--- src/rtl/vid_pkg.sv ---
// Shared types and constants for the video stream monitor and pattern generator.
package vid_pkg;

  typedef enum logic [1:0] {
    IDLE,
    WAIT_SOF,
    ACTIVE,
    NEXT_SOF
  } vid_mon_state_t;

  localparam int unsigned SCRN_WIDTH  = 1280;
  localparam int unsigned SCRN_HEIGHT = 720;

  // Colour constants shared with the pattern generator.
  localparam logic [23:0] GRN = 24'h00FF00;
  localparam logic [23:0] RED = 24'hFF0000;

endpackage

--- src/rtl/lfsr16.sv ---
// 16-bit Fibonacci LFSR (taps 16,14,13,11) used to create pseudo-random backpressure.
module lfsr16 #(
  parameter logic [15:0] SEED = 16'hACE1
) (
  input  logic        clk,
  input  logic        rstn,
  output logic [15:0] lfsr
);

  logic [15:0] lfsr_q;
  logic        fb;

  assign fb   = lfsr_q[15] ^ lfsr_q[13] ^ lfsr_q[12] ^ lfsr_q[10];
  assign lfsr = lfsr_q;

  // Advance every clock; seeded on reset so the sequence is repeatable.
  always_ff @(posedge clk or negedge rstn) begin
    if (!rstn) begin
      lfsr_q <= SEED;
    end else begin
      lfsr_q <= {lfsr_q[14:0], fb};
    end
  end

endmodule

--- src/rtl/vid_stream_monitor.sv ---
// AXI4-Stream video sink: measures line/frame geometry, counts frames, flags protocol errors
// and reports lock. Define VID_MON_BACKPRESSURE_EN to add LFSR-driven pseudo-random tready.
module vid_stream_monitor
  import vid_pkg::*;
#(
  parameter int unsigned DATAW      = 32,
  parameter int unsigned EXP_WIDTH  = SCRN_WIDTH,
  parameter int unsigned EXP_HEIGHT = SCRN_HEIGHT,
  parameter int unsigned CNTW       = 12
) (
  input  logic             clk,
  input  logic             rstn,
  input  logic             en,
  input  logic             clr_status,
  input  logic [DATAW-1:0] s_axis_tdata,
  input  logic             s_axis_tvalid,
  output logic             s_axis_tready,
  input  logic             s_axis_tuser,
  input  logic             s_axis_tlast,
  output logic [15:0]      frame_cnt,
  output logic             frame_done,
  output logic [CNTW-1:0]  last_line_len,
  output logic [CNTW-1:0]  last_frame_lines,
  output logic [DATAW-1:0] sof_pixel,
  output logic             err_short_line,
  output logic             err_long_line,
  output logic             err_early_sof,
  output logic             err_missing_sof,
  output logic             locked
);

  localparam logic [CNTW-1:0] PixLast  = CNTW'(EXP_WIDTH - 1);
  localparam logic [CNTW-1:0] LineLast = CNTW'(EXP_HEIGHT - 1);
  localparam logic [CNTW-1:0] CntOne   = CNTW'(1);
  localparam logic [CNTW-1:0] CntMax   = {CNTW{1'b1}};

  vid_mon_state_t   state_q, state_d;
  logic             tready_q, tready_d;
  logic [CNTW-1:0]  pix_q, pix_d, line_q, line_d;
  logic [CNTW-1:0]  pix_eff, line_eff, pix_inc;
  logic [CNTW-1:0]  len_q, len_d, lines_q, lines_d;
  logic [DATAW-1:0] sof_q, sof_d;
  logic [15:0]      fcnt_q, fcnt_d;
  logic             done_q, done_d;
  logic             e_short_q, e_short_d, e_long_q, e_long_d;
  logic             e_early_q, e_early_d, e_miss_q, e_miss_d;
  logic             ev_short, ev_long, ev_early, ev_miss;
  logic             frame_ok_q, frame_ok_d;
  logic [1:0]       good_q, good_d;
  logic             locked_q, locked_d;
  logic             accept, sof, run, complete;

`ifdef VID_MON_BACKPRESSURE_EN
  logic [15:0] lfsr_val;

  lfsr16 u_lfsr (
    .clk  (clk),
    .rstn (rstn),
    .lfsr (lfsr_val)
  );

  assign tready_d = en && (lfsr_val[1:0] != 2'b00);
`else
  assign tready_d = en;
`endif

  assign accept = s_axis_tvalid && tready_q;

  // Next-state: FSM, counters, measurements, error events and lock tracking.
  always_comb begin
    state_d    = state_q;
    pix_d      = pix_q;
    line_d     = line_q;
    len_d      = len_q;
    lines_d    = lines_q;
    sof_d      = sof_q;
    fcnt_d     = clr_status ? 16'd0 : fcnt_q;
    done_d     = 1'b0;
    frame_ok_d = frame_ok_q;
    good_d     = good_q;
    locked_d   = locked_q;
    ev_short   = 1'b0;
    ev_long    = 1'b0;
    ev_early   = 1'b0;
    ev_miss    = 1'b0;
    sof        = 1'b0;
    run        = 1'b0;
    complete   = 1'b0;
    pix_eff    = '0;
    line_eff   = '0;
    pix_inc    = '0;

    if (!en) begin
      state_d  = IDLE;
      pix_d    = '0;
      line_d   = '0;
      good_d   = 2'd0;
      locked_d = 1'b0;
    end else begin
      unique case (state_q)
        IDLE: state_d = WAIT_SOF;
        WAIT_SOF: begin
          if (accept && s_axis_tuser) begin
            sof = 1'b1;
            run = 1'b1;
          end
        end
        NEXT_SOF: begin
          if (accept) begin
            if (s_axis_tuser) begin
              sof = 1'b1;
              run = 1'b1;
            end else begin
              ev_miss = 1'b1;
              state_d = WAIT_SOF;
            end
          end
        end
        ACTIVE: begin
          if (accept) begin
            run = 1'b1;
            if (s_axis_tuser) begin
              sof = 1'b1;
              if ((pix_q != '0) || (line_q != '0)) begin
                ev_early = 1'b1;
                lines_d  = line_q;
              end
            end else begin
              pix_eff  = pix_q;
              line_eff = line_q;
            end
          end
        end
        default: state_d = IDLE;
      endcase

      // SOF restarts at pixel 0 / line 0 (pix_eff/line_eff already zero), then the beat
      // is processed like any other, so tuser+tlast on one beat is a 1-beat line.
      if (sof) begin
        sof_d      = s_axis_tdata;
        frame_ok_d = 1'b1;
        state_d    = ACTIVE;
      end

      if (run) begin
        pix_inc = (pix_eff == CntMax) ? pix_eff : pix_eff + CntOne;
        if (s_axis_tlast) begin
          len_d = pix_inc;
          pix_d = '0;
          if (32'(pix_inc) < EXP_WIDTH) ev_short = 1'b1;
          if (line_eff == LineLast) begin
            complete = 1'b1;
            line_d   = '0;
            lines_d  = CNTW'(EXP_HEIGHT);
            state_d  = NEXT_SOF;
          end else begin
            line_d = line_eff + CntOne;
          end
        end else begin
          pix_d  = pix_inc;
          line_d = line_eff;
          if (pix_eff == PixLast) ev_long = 1'b1;
        end
      end

      if (ev_short || ev_long) frame_ok_d = 1'b0;
      if (ev_short || ev_long || ev_early || ev_miss) begin
        good_d   = 2'd0;
        locked_d = 1'b0;
      end

      if (complete) begin
        fcnt_d = fcnt_d + 16'd1;
        done_d = 1'b1;
        if (frame_ok_d) begin
          good_d = (good_q == 2'd2) ? 2'd2 : good_q + 2'd1;
          if (good_d == 2'd2) locked_d = 1'b1;
        end
      end
    end

    // A new error event in the same cycle as clr_status wins.
    e_short_d = ev_short | (e_short_q & ~clr_status);
    e_long_d  = ev_long  | (e_long_q  & ~clr_status);
    e_early_d = ev_early | (e_early_q & ~clr_status);
    e_miss_d  = ev_miss  | (e_miss_q  & ~clr_status);
  end

  // State and status registers; everything clears on asynchronous reset.
  always_ff @(posedge clk or negedge rstn) begin
    if (!rstn) begin
      state_q    <= IDLE;
      tready_q   <= 1'b0;
      pix_q      <= '0;
      line_q     <= '0;
      len_q      <= '0;
      lines_q    <= '0;
      sof_q      <= '0;
      fcnt_q     <= 16'd0;
      done_q     <= 1'b0;
      e_short_q  <= 1'b0;
      e_long_q   <= 1'b0;
      e_early_q  <= 1'b0;
      e_miss_q   <= 1'b0;
      frame_ok_q <= 1'b0;
      good_q     <= 2'd0;
      locked_q   <= 1'b0;
    end else begin
      state_q    <= state_d;
      tready_q   <= tready_d;
      pix_q      <= pix_d;
      line_q     <= line_d;
      len_q      <= len_d;
      lines_q    <= lines_d;
      sof_q      <= sof_d;
      fcnt_q     <= fcnt_d;
      done_q     <= done_d;
      e_short_q  <= e_short_d;
      e_long_q   <= e_long_d;
      e_early_q  <= e_early_d;
      e_miss_q   <= e_miss_d;
      frame_ok_q <= frame_ok_d;
      good_q     <= good_d;
      locked_q   <= locked_d;
    end
  end

  assign s_axis_tready    = tready_q;
  assign frame_cnt        = fcnt_q;
  assign frame_done       = done_q;
  assign last_line_len    = len_q;
  assign last_frame_lines = lines_q;
  assign sof_pixel        = sof_q;
  assign err_short_line   = e_short_q;
  assign err_long_line    = e_long_q;
  assign err_early_sof    = e_early_q;
  assign err_missing_sof  = e_miss_q;
  assign locked           = locked_q;

endmodule
--- config.mk ---
export PLATFORM = sky130hd
export DESIGN_NAME = vid_stream_monitor
export DESIGN_NICKNAME = d
export VERILOG_FILES = /design/src/rtl/vid_pkg.sv /design/src/rtl/lfsr16.sv /design/src/rtl/vid_stream_monitor.sv
export SDC_FILE = /design/constraint.sdc
export NUM_CORES = 1
export LEC_CHECK = 0
export CAP_MARGIN = 25
export CORE_ASPECT_RATIO = 0.6
export CORE_MARGIN = 1
export CORE_UTILIZATION = 40
export DETAILED_ROUTE_END_ITERATION = 10
export PLACE_DENSITY = 0.66
export SYNTH_ARGS = -nofsm -noshare
export SYNTH_HDL_FRONTEND = slang
export SYNTH_SLANG_ARGS = --single-unit
--- constraint.sdc ---
create_clock -name clk -period 8.2 [get_ports clk]
set_input_delay 1.64 -clock clk [delete_from_list [all_inputs] [get_ports clk]]
set_output_delay 1.64 -clock clk [all_outputs]
set_load 0.1 [all_outputs]
Yosys cells after proc, flatten, opt, wreduce, memory -nomap -nowiden:

Cells that the tools add are included.

* register bits after elaboration: 108
* bits in latches: 0
* RAM bits: 0
* memory bits (read-only): 0
* output and inout port bits: 79
* memories kept: 0

* add/sub/neg operators: 4
* $mul: 0
* divide/modulo/power cells: 0
* order comparisons: 1
* equality and inequality tests: 9
* shift-type cells: 0
* muxes and demuxes: 82
* bitwise logic cells: 9
* reduce and logical (&&, ||, !) cells: 12

Operators with widths (number)
* 12-bit two-way mux: 23
* 16-bit two-way mux: 3
* 1-bit two-way mux: 41
* 12-bit by 1-bit adder with 12-bit output, second input constant: 2
* 2-bit two-way mux: 12
* 12-bit nonzero test: 2
* 16-bit by 1-bit adder with 16-bit output, second input constant: 1
* 12-bit by 10-bit == test with 1-bit output, second input constant: 1
* 12-bit by 11-bit == test with 1-bit output, second input constant: 1
* 12-bit == test, second input constant: 1
* 12-bit by 11-bit < comparator with 1-bit output, second input constant: 1
* 2-bit == test, second input constant: 4
* 1-bit bitwise AND: 4
* 1-bit logical OR: 4
* 1-bit OR: 4
* 2-bit case mux with 2 select lines: 1
* 1-bit case mux with 3 select lines: 1
* 3-bit AND reduction: 1
* 2-bit by 1-bit adder with 2-bit output, second input constant: 1
* 2-bit by 1-bit == test with 1-bit output, second input constant: 1
* 1-bit logical AND: 2
* 2-bit zero test: 1
* 2-bit by 1-bit != test with 1-bit output, second input constant: 1
* 1-bit case mux with 2 select lines: 1
* other kinds (3): 3

Depth between registers and ports, before layout:

Gate-level depths: netlist of the first run.

* word-level depth: 19
* mapped depth: 14

Worst setup path after synthesis of the first run:

Ideal clock, no wire load.

* path kind: input to register
* start: input port s_axis_tuser
* end: register line_q[1]
* arrival: 4.241 ns
* data required time: 8.078 ns
* slack: 3.837 ns
* cell stages on the path: 11
* buffers on the path: 3
* cells stage by stage: and4b_1 clkbuf_1 clkbuf_1 clkbuf_1 and2_1 ha_1 and4b_1 nand2_1 or4_4 and2_1 a32o_1

* longest elaborated chain between the ends: 9
* elaborated cells on any way between the ends: 17
* those cells by class: add/sub: 1; eq/ne: 2; mux: 13; reduce/logical: 1

RTL lines
* start, declared: RTL line vid_stream_monitor.sv:18 `input logic s_axis_tuser,`
* 12-bit two-way mux: RTL line vid_stream_monitor.sv:122 `if (s_axis_tuser) begin`
* 12-bit two-way mux: RTL line vid_stream_monitor.sv:120 `if (accept) begin`
* 12-bit two-way mux: RTL line vid_stream_monitor.sv:100 `unique case (state_q)`
* 12-bit two-way mux: RTL line vid_stream_monitor.sv:93 `if (!en) begin`
* 12-bit by 1-bit adder with 12-bit output or 12-bit by 10-bit == test with 1-bit output (tied branches): RTL line vid_stream_monitor.sv:157, vid_stream_monitor.sv:151
* 12-bit two-way mux: RTL line vid_stream_monitor.sv:151 `if (line_eff == LineLast) begin`
* 12-bit two-way mux: RTL line vid_stream_monitor.sv:147 `if (s_axis_tlast) begin`
* 12-bit two-way mux: RTL line vid_stream_monitor.sv:145 `if (run) begin`
* 12-bit two-way mux: RTL line vid_stream_monitor.sv:93
* end signal, assigned: RTL line vid_stream_monitor.sv:212 `line_q <= line_d;`
* end, declared: RTL line vid_stream_monitor.sv:39 `logic [CNTW-1:0] pix_q, pix_d, line_q, line_d;`

Parallel ways exist; a longest one is shown, timed or not. The select of a mux whose other input is x is not followed.
A chain may end at the register's enable or synchronous reset.

Worst setup path in the final report of the first run:

* start: input port s_axis_tuser
* end: register len_q[3] (netlist: last_line_len[3])

* longest elaborated chain between the ends: 6
* elaborated cells on any way between the ends: 14
* those cells by class: add/sub: 1; eq/ne: 1; mux: 10; reduce/logical: 2

RTL lines
* 12-bit two-way mux: RTL line vid_stream_monitor.sv:122
* 12-bit two-way mux: RTL line vid_stream_monitor.sv:120
* 12-bit two-way mux: RTL line vid_stream_monitor.sv:100
* 12-bit two-way mux: RTL line vid_stream_monitor.sv:93
* 12-bit by 1-bit adder with 12-bit output or 12-bit == test (tied branches): RTL line vid_stream_monitor.sv:146 `pix_inc = (pix_eff == CntMax) ? pix_eff : pix_eff + CntOne;`
* 12-bit two-way mux: RTL line vid_stream_monitor.sv:146
* end signal, assigned: RTL line vid_stream_monitor.sv:213 `len_q <= len_d;`
* end, declared: RTL line vid_stream_monitor.sv:41 `logic [CNTW-1:0] len_q, len_d, lines_q, lines_d;`

Parallel ways exist; a longest one is shown, timed or not. The select of a mux whose other input is x is not followed.

==> results of run 1 <==
==> cell usage in the layout, fill, tap and decap left out, types with 8 or more instances in the layout <==
master and n:
sky130_fd_sc_hd__a21oi_1 13, sky130_fd_sc_hd__a22o_1 13, sky130_fd_sc_hd__and3_1 8, sky130_fd_sc_hd__clkbuf_16 9
sky130_fd_sc_hd__clkdlybuf4s50_1 116, sky130_fd_sc_hd__dfrtp_1 108, sky130_fd_sc_hd__ha_1 9, sky130_fd_sc_hd__inv_1 15
sky130_fd_sc_hd__mux2_2 34, sky130_fd_sc_hd__nand2_1 60, sky130_fd_sc_hd__nand3_1 25, sky130_fd_sc_hd__nand4_1 9
sky130_fd_sc_hd__nor2_1 33, sky130_fd_sc_hd__nor3_1 10, sky130_fd_sc_hd__o21ai_0 32, sky130_fd_sc_hd__xnor2_1 12
sky130_fd_sc_hd__xor2_1 13
==> routing by layer <==
metal  vias up  wire [µm]  track usage, %
li1       2037          -               -
met1      2163       6970           33.15
met2       160       5938           28.99
met3        19        863           4.523
met4         0        153           5.667
met5         -          0               0
==> cell type report <==
type	instances	area, µm²	area share (%)
Tap cell	170	212.7	3.035
Clock buffer	9	225.2	3.213
Inverter	15	56.30	0.8033
Multi-Input combinational cell	362	2457	35.06
Timing Repair Buffer	121	1219	17.39
Clock inverter	6	136.4	1.946
Sequential cell	108	2703	38.56
==> critical path, cell delays in order <==
cell and delay [ns]:
sky130_fd_sc_hd__clkdlybuf4s50_1 0.66, sky130_fd_sc_hd__and4b_1 0.95, sky130_fd_sc_hd__and2_1 0.30, sky130_fd_sc_hd__ha_1 0.24, sky130_fd_sc_hd__nand4_1 0.21, sky130_fd_sc_hd__nor4_4 0.39
sky130_fd_sc_hd__nand2_1 0.50, sky130_fd_sc_hd__and4_1 0.43, sky130_fd_sc_hd__xor2_1 0.16, sky130_fd_sc_hd__o21ai_0 0.16
==> power by group <==
part           switching [mW]  internal, mW
sequential             0.0188         0.568
clock                   0.203         0.329
combinational           0.312         0.102
total                   0.533         0.999
==> metrics by stage <==
stage / util, % / power [mW] / worst slack [ns] / std cells
after floorplan: - / 0.8925 / 3.837 / 507
after global placement: 51.29 / 1.005 / 2.764 / 774
after detailed placement: 51.35 / 1.011 / 2.548 / 775
after CTS: 54.15 / 1.541 / 2.875 / 790
after global routing: 54.37 / 1.575 / 2.518 / 791
final: 54.37 / 1.533 / 2.819 / 791
==> logic make-up (layout without fill, tap and decap cells) <==
group | count (synthesis) | after routing | share of synthesized area [%]
xor gates and xnor gates | 25 | 25 | 4.125
and+or+nand+nor | 198 | 198 | 20.53
AOI/OAI and AO/OA | 90 | 90 | 11.17
DFF | 108 | 108 | 50.92
buffers and inverters | 37 | 151 | 2.781
adders and majority gates | 9 | 9 | 2.122
muxes | 40 | 40 | 8.345
==> worst min-delay path by stage <==
stage                           startpoint          endpoint  slack (ns)  cells past startpoint
after CTS                 last_line_len[8]  last_line_len[8]        0.48                      1
after floorplan                   pix_q[1]          pix_q[1]        0.49                      1
after global placement    last_line_len[8]  last_line_len[8]        0.46                      1
final                     last_line_len[8]  last_line_len[8]        0.48                      1
after global routing        err_short_line    err_short_line        0.51                      1
after detailed placement     err_early_sof     err_early_sof        0.47                      1
==> flip-flops by register name (all words and copies together), names as in the netlist, 2 cells and up <==
signal / flops
pix_q: 12
last_frame_lines: 12
state_q: 2
last_line_len: 12
sof_pixel: 32
line_q: 12
good_q: 2
frame_cnt: 16
==> results_tabular.tex, run 1 <==
\begin{tabular}{lr}
\hline
Metric & Value \\
\hline
\multicolumn{2}{l}{\textbf{Status}} \\
Result of the run & finished, final reports clean \\
\multicolumn{2}{l}{\textbf{Setup path}} \\
Crit. End Element & flip-flop \\
Crit Path Max Fanout & 24 \\
Critical Setup Path Class & in -> reg \\
R2R Setup Slk & 3.82 ns \\
Worst path arrival time & 5.64 ns \\
Number of cells traversed by the worst register-to-register path & 11 \\
Endpoint of the worst-slack reg-to-reg timing path & last\_line\_len[3] \\
Launching element of the worst setup path & s\_axis\_tuser \\
Worst EP required & 8.46 ns \\
Launching element type of the critical path & primary input \\
FF-to-FF Start & state\_q[0] \\
Capture point of the worst path & last\_line\_len[3] \\
\multicolumn{2}{l}{\textbf{Placed design}} \\
Placer congestion estimate & 0.8852 \\
Quantity of I/O buffers inserted on ports & $\sim$120 \\
DPL Wire Length & 10.04 mm \\
Total cell area at the placement stage & roughly 0.0066 mm² \\
\multicolumn{2}{l}{\textbf{Drt}} \\
Detail-routed net length per standard cell & 17.61 µm \\
Number of DRC violations after detailed-routing iteration 0 & between 300 and 400 \\
ANT nets after route & 0 \\
Via count & 4379 \\
Via count normalized by instance count & 5.536 \\
Drt drc & 0 \\
Final wirelength & 13.93 mm \\
Detailed Routing Iterations Pass 1 & 5 \\
\multicolumn{2}{l}{\textbf{Clock tree}} \\
\# resized after CTS & 0 \\
Deepest level of the CTS H-tree & 3 \\
Clk Latency, worst-skew pair & $\sim$0.35 ns \\
Cell chosen for the clock root & sky130\_fd\_sc\_hd\_\_clkbuf\_16 \\
Buffers from clock root to sink, at most & 2 \\
Clock-pin slew reported for the worst setup and hold paths after clock tree synthesis & $\sim$0.070 ns \\
CTS tree & yes \\
Hold buffer count at CTS & 0 \\
Sinks on the clock net & 108 \\
Number of setup buffers added after CTS & 0 \\
Cts bufs inserted & 9 \\
\multicolumn{2}{l}{\textbf{STA}} \\
Period utilisation layout & 65.62\% \\
Achievable frequency & 185.8 MHz \\
Final Hold Slack & $\sim$0.48 ns \\
Post-layout min period & 5.381 ns \\
Final number of hold-violating endpoints & 0 \\
Worst Skew & around 0.0038 ns \\
Max-slew headroom at the worst pin & 32.00\% \\
Unrepaired setup endpoints after global routing & no \\
Max-slew violations & 0 \\
Total negative slack for setup checks & 0 ns \\
Pin slew with the least headroom to its limit & 1.017 ns \\
\# setup viols final & 0 \\
\multicolumn{2}{l}{\textbf{Final layout}} \\
\# fillers & approximately 1100 \\
NumNets Final & 665 \\
Fraction of layout instances using a drive strength above 1 & 11.27\% \\
Post-route cell area & 0.007009 mm² \\
Relative area change from synthesis to final layout & 32.06\% \\
Number of diodes added for antenna fixing & 0 \\
\multicolumn{2}{l}{\textbf{Floorplan}} \\
Die Y-Extent & between 90 and 100 µm \\
Die span in x & $\sim$150 µm \\
Die Area & roughly 0.014 mm² \\
Effective utilization at floorplan & 41.17\% \\
Std cell rows & 32 \\
Total core area & 0.01289 mm² \\
I/O Pins & 118 \\
\multicolumn{2}{l}{\textbf{Logic synthesis}} \\
Fraction of post-synthesis cell area in the top cell type by area & 50.92\% \\
Number of distinct library cell variants in the gate-level netlist after synthesis & 53 \\
Most frequently used cell type in the post-synthesis netlist & sky130\_fd\_sc\_hd\_\_dfrtp\_1 \\
Yosys synthesis warning count & 0 \\
Mapped Cells & 507 \\
Synthesized area & 0.005308 mm² \\
Number of enable flip-flop cells after synthesis & 0 \\
Most area-consuming cells after synthesis & sky130\_fd\_sc\_hd\_\_dfrtp\_1 (51\%), sky130\_fd\_sc\_hd\_\_mux2\_2 (7.2\%), sky130\_fd\_sc\_hd\_\_nand2\_1 (4.2\%), sky130\_fd\_sc\_hd\_\_o21ai\_0 (3.0\%), sky130\_fd\_sc\_hd\_\_nand3\_1 (2.4\%) \\
Most numerous cell types in the synthesized netlist & sky130\_fd\_sc\_hd\_\_dfrtp\_1 (108), sky130\_fd\_sc\_hd\_\_nand2\_1 (60), sky130\_fd\_sc\_hd\_\_mux2\_2 (34) \\
Part of the Yosys area used for sequential elements & 50.92\% \\
Total nets after synthesis & 555 \\
Avg Inst Size Synth & 10.47 µm² \\
Biggest area consumer among synthesized cells & sky130\_fd\_sc\_hd\_\_dfrtp\_1 \\
Most instantiated flip-flop cell in the synthesis netlist & sky130\_fd\_sc\_hd\_\_dfrtp\_1 \\
Fraction of registers with async set/reset & 100.0\% \\
Synthesized flop and latch total & 108 \\
\multicolumn{2}{l}{\textbf{GRT}} \\
Overall track demand over capacity in global routing & 21.19\% \\
Initial antenna violation count & 0 \\
Wire length of the first global-routing pass & 22.40 mm \\
Pin count of the biggest net entering global routing & 75 \\
Via count of the first global-routing pass & 4217 \\
GR Overflow Total & 0 \\
\multicolumn{2}{l}{\textbf{Power}} \\
Worst IR Drop VDD & 0.1279 mV \\
Total leakage power & 3.032 nW \\
Power density over the cells & 218.7 mW/mm² \\
\multicolumn{2}{l}{\textbf{Min path}} \\
Worst min path class & reg -> reg \\
\multicolumn{2}{l}{\textbf{Flow run}} \\
Max-cap violation count & 0 \\
\hline
\end{tabular}
Note: power is estimated with default switching activity, not from simulation.
==> inputs of run 2 (changes only) <==
--- a/config.mk
+++ b/config.mk
@@ -10,7 +10,7 @@
 export CORE_MARGIN = 1
 export CORE_UTILIZATION = 40
 export DETAILED_ROUTE_END_ITERATION = 10
-export PLACE_DENSITY = 0.66
+export PLACE_DENSITY = 0.68
 export SYNTH_ARGS = -nofsm -noshare
 export SYNTH_HDL_FRONTEND = slang
 export SYNTH_SLANG_ARGS = --single-unit
==> constraint.sdc (replaced) <==
create_clock -name clk -period 4.6 [get_ports clk]
set_input_delay 0.92 -clock clk [delete_from_list [all_inputs] [get_ports clk]]
set_output_delay 0.92 -clock clk [all_outputs]
set_load 0.1 [all_outputs]
==> run 2 against run 1 <==
Compared with the run above: clock power grew 35%; via count grew 1.3%; final cell count grew 1.0%; critical path type unchanged; highest routed layer unchanged.
==> results_tabular.tex, run 2 (same netlist as run 1, synthesis figures left out) <==
\begin{tabular}{lr}
\hline
Metric & Value \\
\hline
\multicolumn{2}{l}{\textbf{GRT}} \\
Initial antenna violation count & 0 \\
Pin count of the biggest net entering global routing & 54 \\
Global routing's busiest layer & met1 \\
Met3 usage in global routing & 5.126\% \\
Grt met1 use & approximately 33\% \\
Overall track demand over capacity in global routing & 21.78\% \\
GR Overflow Total & 0 \\
Wire length of the first global-routing pass & around 23 mm \\
Met2 Resource Use GR & between 30\% and 40\% \\
Via count of the first global-routing pass & 4389 \\
\multicolumn{2}{l}{\textbf{Clock tree}} \\
Cts bufs inserted & 9 \\
Clk Latency, worst-skew pair & 0.35 ns \\
Cell chosen for the clock root & sky130\_fd\_sc\_hd\_\_clkbuf\_16 \\
Hold buffer count at CTS & 0 \\
\# resized after CTS & 0 \\
Number of setup buffers added after CTS & 0 \\
Clock-pin slew reported for the worst setup and hold paths after clock tree synthesis & about 0.070 ns \\
Deepest level of the CTS H-tree & 3 \\
CTS tree & yes \\
Sinks on the clock net & 108 \\
Buffers from clock root to sink, at most & 2 \\
\multicolumn{2}{l}{\textbf{STA}} \\
Total negative slack for setup checks & 0 ns \\
Post-layout min period & 4.015 ns \\
Final Hold Slack & around 0.48 ns \\
Achievable frequency & 249.1 MHz \\
Max-slew headroom at the worst pin & 32.08\% \\
Period utilisation layout & 87.29\% \\
Worst Skew & between 0.008 and 0.009 ns \\
Pin slew with the least headroom to its limit & approximately 1.0 ns \\
Max-slew violations & 0 \\
\# setup viols final & 0 \\
Unrepaired setup endpoints after global routing & no \\
Final number of hold-violating endpoints & 0 \\
\multicolumn{2}{l}{\textbf{Setup path}} \\
FF-to-FF Start & state\_q[0] \\
Number of cells traversed by the worst register-to-register path & 11 \\
Launching element of the worst setup path & s\_axis\_tvalid \\
Crit Path Max Fanout & 10 \\
Worst EP required & 4.80 ns \\
Crit. End Element & flip-flop \\
Launching element type of the critical path & primary input \\
Critical Setup Path Class & in -> reg \\
Worst path arrival time & 4.21 ns \\
\multicolumn{2}{l}{\textbf{Flow run}} \\
Max-cap violation count & 0 \\
\multicolumn{2}{l}{\textbf{Placed design}} \\
DPL Wire Length & 10.44 mm \\
Quantity of I/O buffers inserted on ports & 117 \\
Placer congestion estimate & around 0.96 \\
\multicolumn{2}{l}{\textbf{Drt}} \\
ANT nets after route & 0 \\
Detail-routed net length per standard cell & 17.78 µm \\
Via count normalized by instance count & 5.551 \\
Number of DRC violations after detailed-routing iteration 0 & 330 \\
Final wirelength & 14.20 mm \\
Drt drc & 0 \\
Detailed Routing Iterations Pass 1 & 5 \\
Via count & between 4000 and 5000 \\
\multicolumn{2}{l}{\textbf{Final layout}} \\
Post-Route Utilization & 54.00\% \\
Commonest non-fill, non-tap cell in the layout & sky130\_fd\_sc\_hd\_\_clkdlybuf4s50\_1 \\
NumNets Final & $\sim$670 \\
Fraction of layout instances using a drive strength above 1 & 12.40\% \\
Relative area change from synthesis to final layout & 31.16\% \\
Number of diodes added for antenna fixing & 0 \\
Top library cells by usage in the layout, fill and taps aside & sky130\_fd\_sc\_hd\_\_clkdlybuf4s50\_1 (116), sky130\_fd\_sc\_hd\_\_dfrtp\_1 (108), sky130\_fd\_sc\_hd\_\_nand2\_1 (60) \\
Flip-flop count of the largest register, all copies and words added & 32 \\
\multicolumn{2}{l}{\textbf{Floorplan}} \\
Effective utilization at floorplan & 41.17\% \\
Die Area & 0.01375 mm² \\
Die span in x & 150.7 µm \\
I/O Pins & 118 \\
Total core area & 0.01289 mm² \\
Die Y-Extent & 91.23 µm \\
Std cell rows & 32 \\
\multicolumn{2}{l}{\textbf{Power}} \\
Power density over the cells & 359.7 mW/mm² \\
Total leakage power & 3.022 nW \\
Worst IR Drop VDD & 0.2400 mV \\
Post-route total power & 2.504 mW \\
\multicolumn{2}{l}{\textbf{Status}} \\
Result of the run & finished, final reports clean \\
\multicolumn{2}{l}{\textbf{Min path}} \\
Worst min path class & reg -> reg \\
Origin of the worst min-delay path & last\_line\_len[5] \\
Hold Path Depth & 2 \\
\hline
\end{tabular}
-- run 2: area by class of cell --
class                   count  area [µm²]
clock buffers               9       225.2
fillers                  1113        5931
well taps                 170       212.7
inverters                  15       56.30
flip-flops and latches    108        2703
clock inverters             5       37.54
multi-input cells         362        2457
repair buffers            130        1270
-- run 2: final timing paths --
path	slack (ns)	to
max	0.58	good_q[1]
min	0.48	last_line_len[5]
max reg2reg	1.05	good_q[1]
min reg2reg	0.48	last_line_len[5]
max in group asynchronous	3.07	sof_pixel[18]
min in group asynchronous	0.51	sof_pixel[3]
-- run 2: critical path: stages --
cell	delay [ns]
sky130_fd_sc_hd__clkdlybuf4s50_1	0.58
sky130_fd_sc_hd__and4b_1	0.46
sky130_fd_sc_hd__and2_1	0.25
sky130_fd_sc_hd__ha_1	0.23
sky130_fd_sc_hd__nand4_1	0.22
sky130_fd_sc_hd__nor4_4	0.40
sky130_fd_sc_hd__o21ai_0	0.17
sky130_fd_sc_hd__and4_1	0.24
sky130_fd_sc_hd__nor4_1	0.59
sky130_fd_sc_hd__a211oi_1	0.13
-- run 2: where the power goes --
group          switching, mW  internal [mW]
clock                  0.354          0.365
sequential            0.0357           1.01
combinational          0.555          0.182
-- run 2: stage by stage --
step	setup WS, ns	instances	instance area, µm²
floorplan	0.8048	507	5308
global placement	0.5157	784	6688
detailed placement	0.3014	785	6699
CTS	0.6690	799	6962
global route	0.3832	799	6962
finish	0.5848	799	6962
-- run 2: layer usage --
| metal | part of all wire, % | vias to the layer above |
|---|---|---|
| li1 | - | 2047 |
| met1 | 49 | 2189 |
| met2 | 43 | 180 |
| met3 | 7.2 | 19 |
| met4 | 1.3 | 0 |
| met5 | 0 | - |
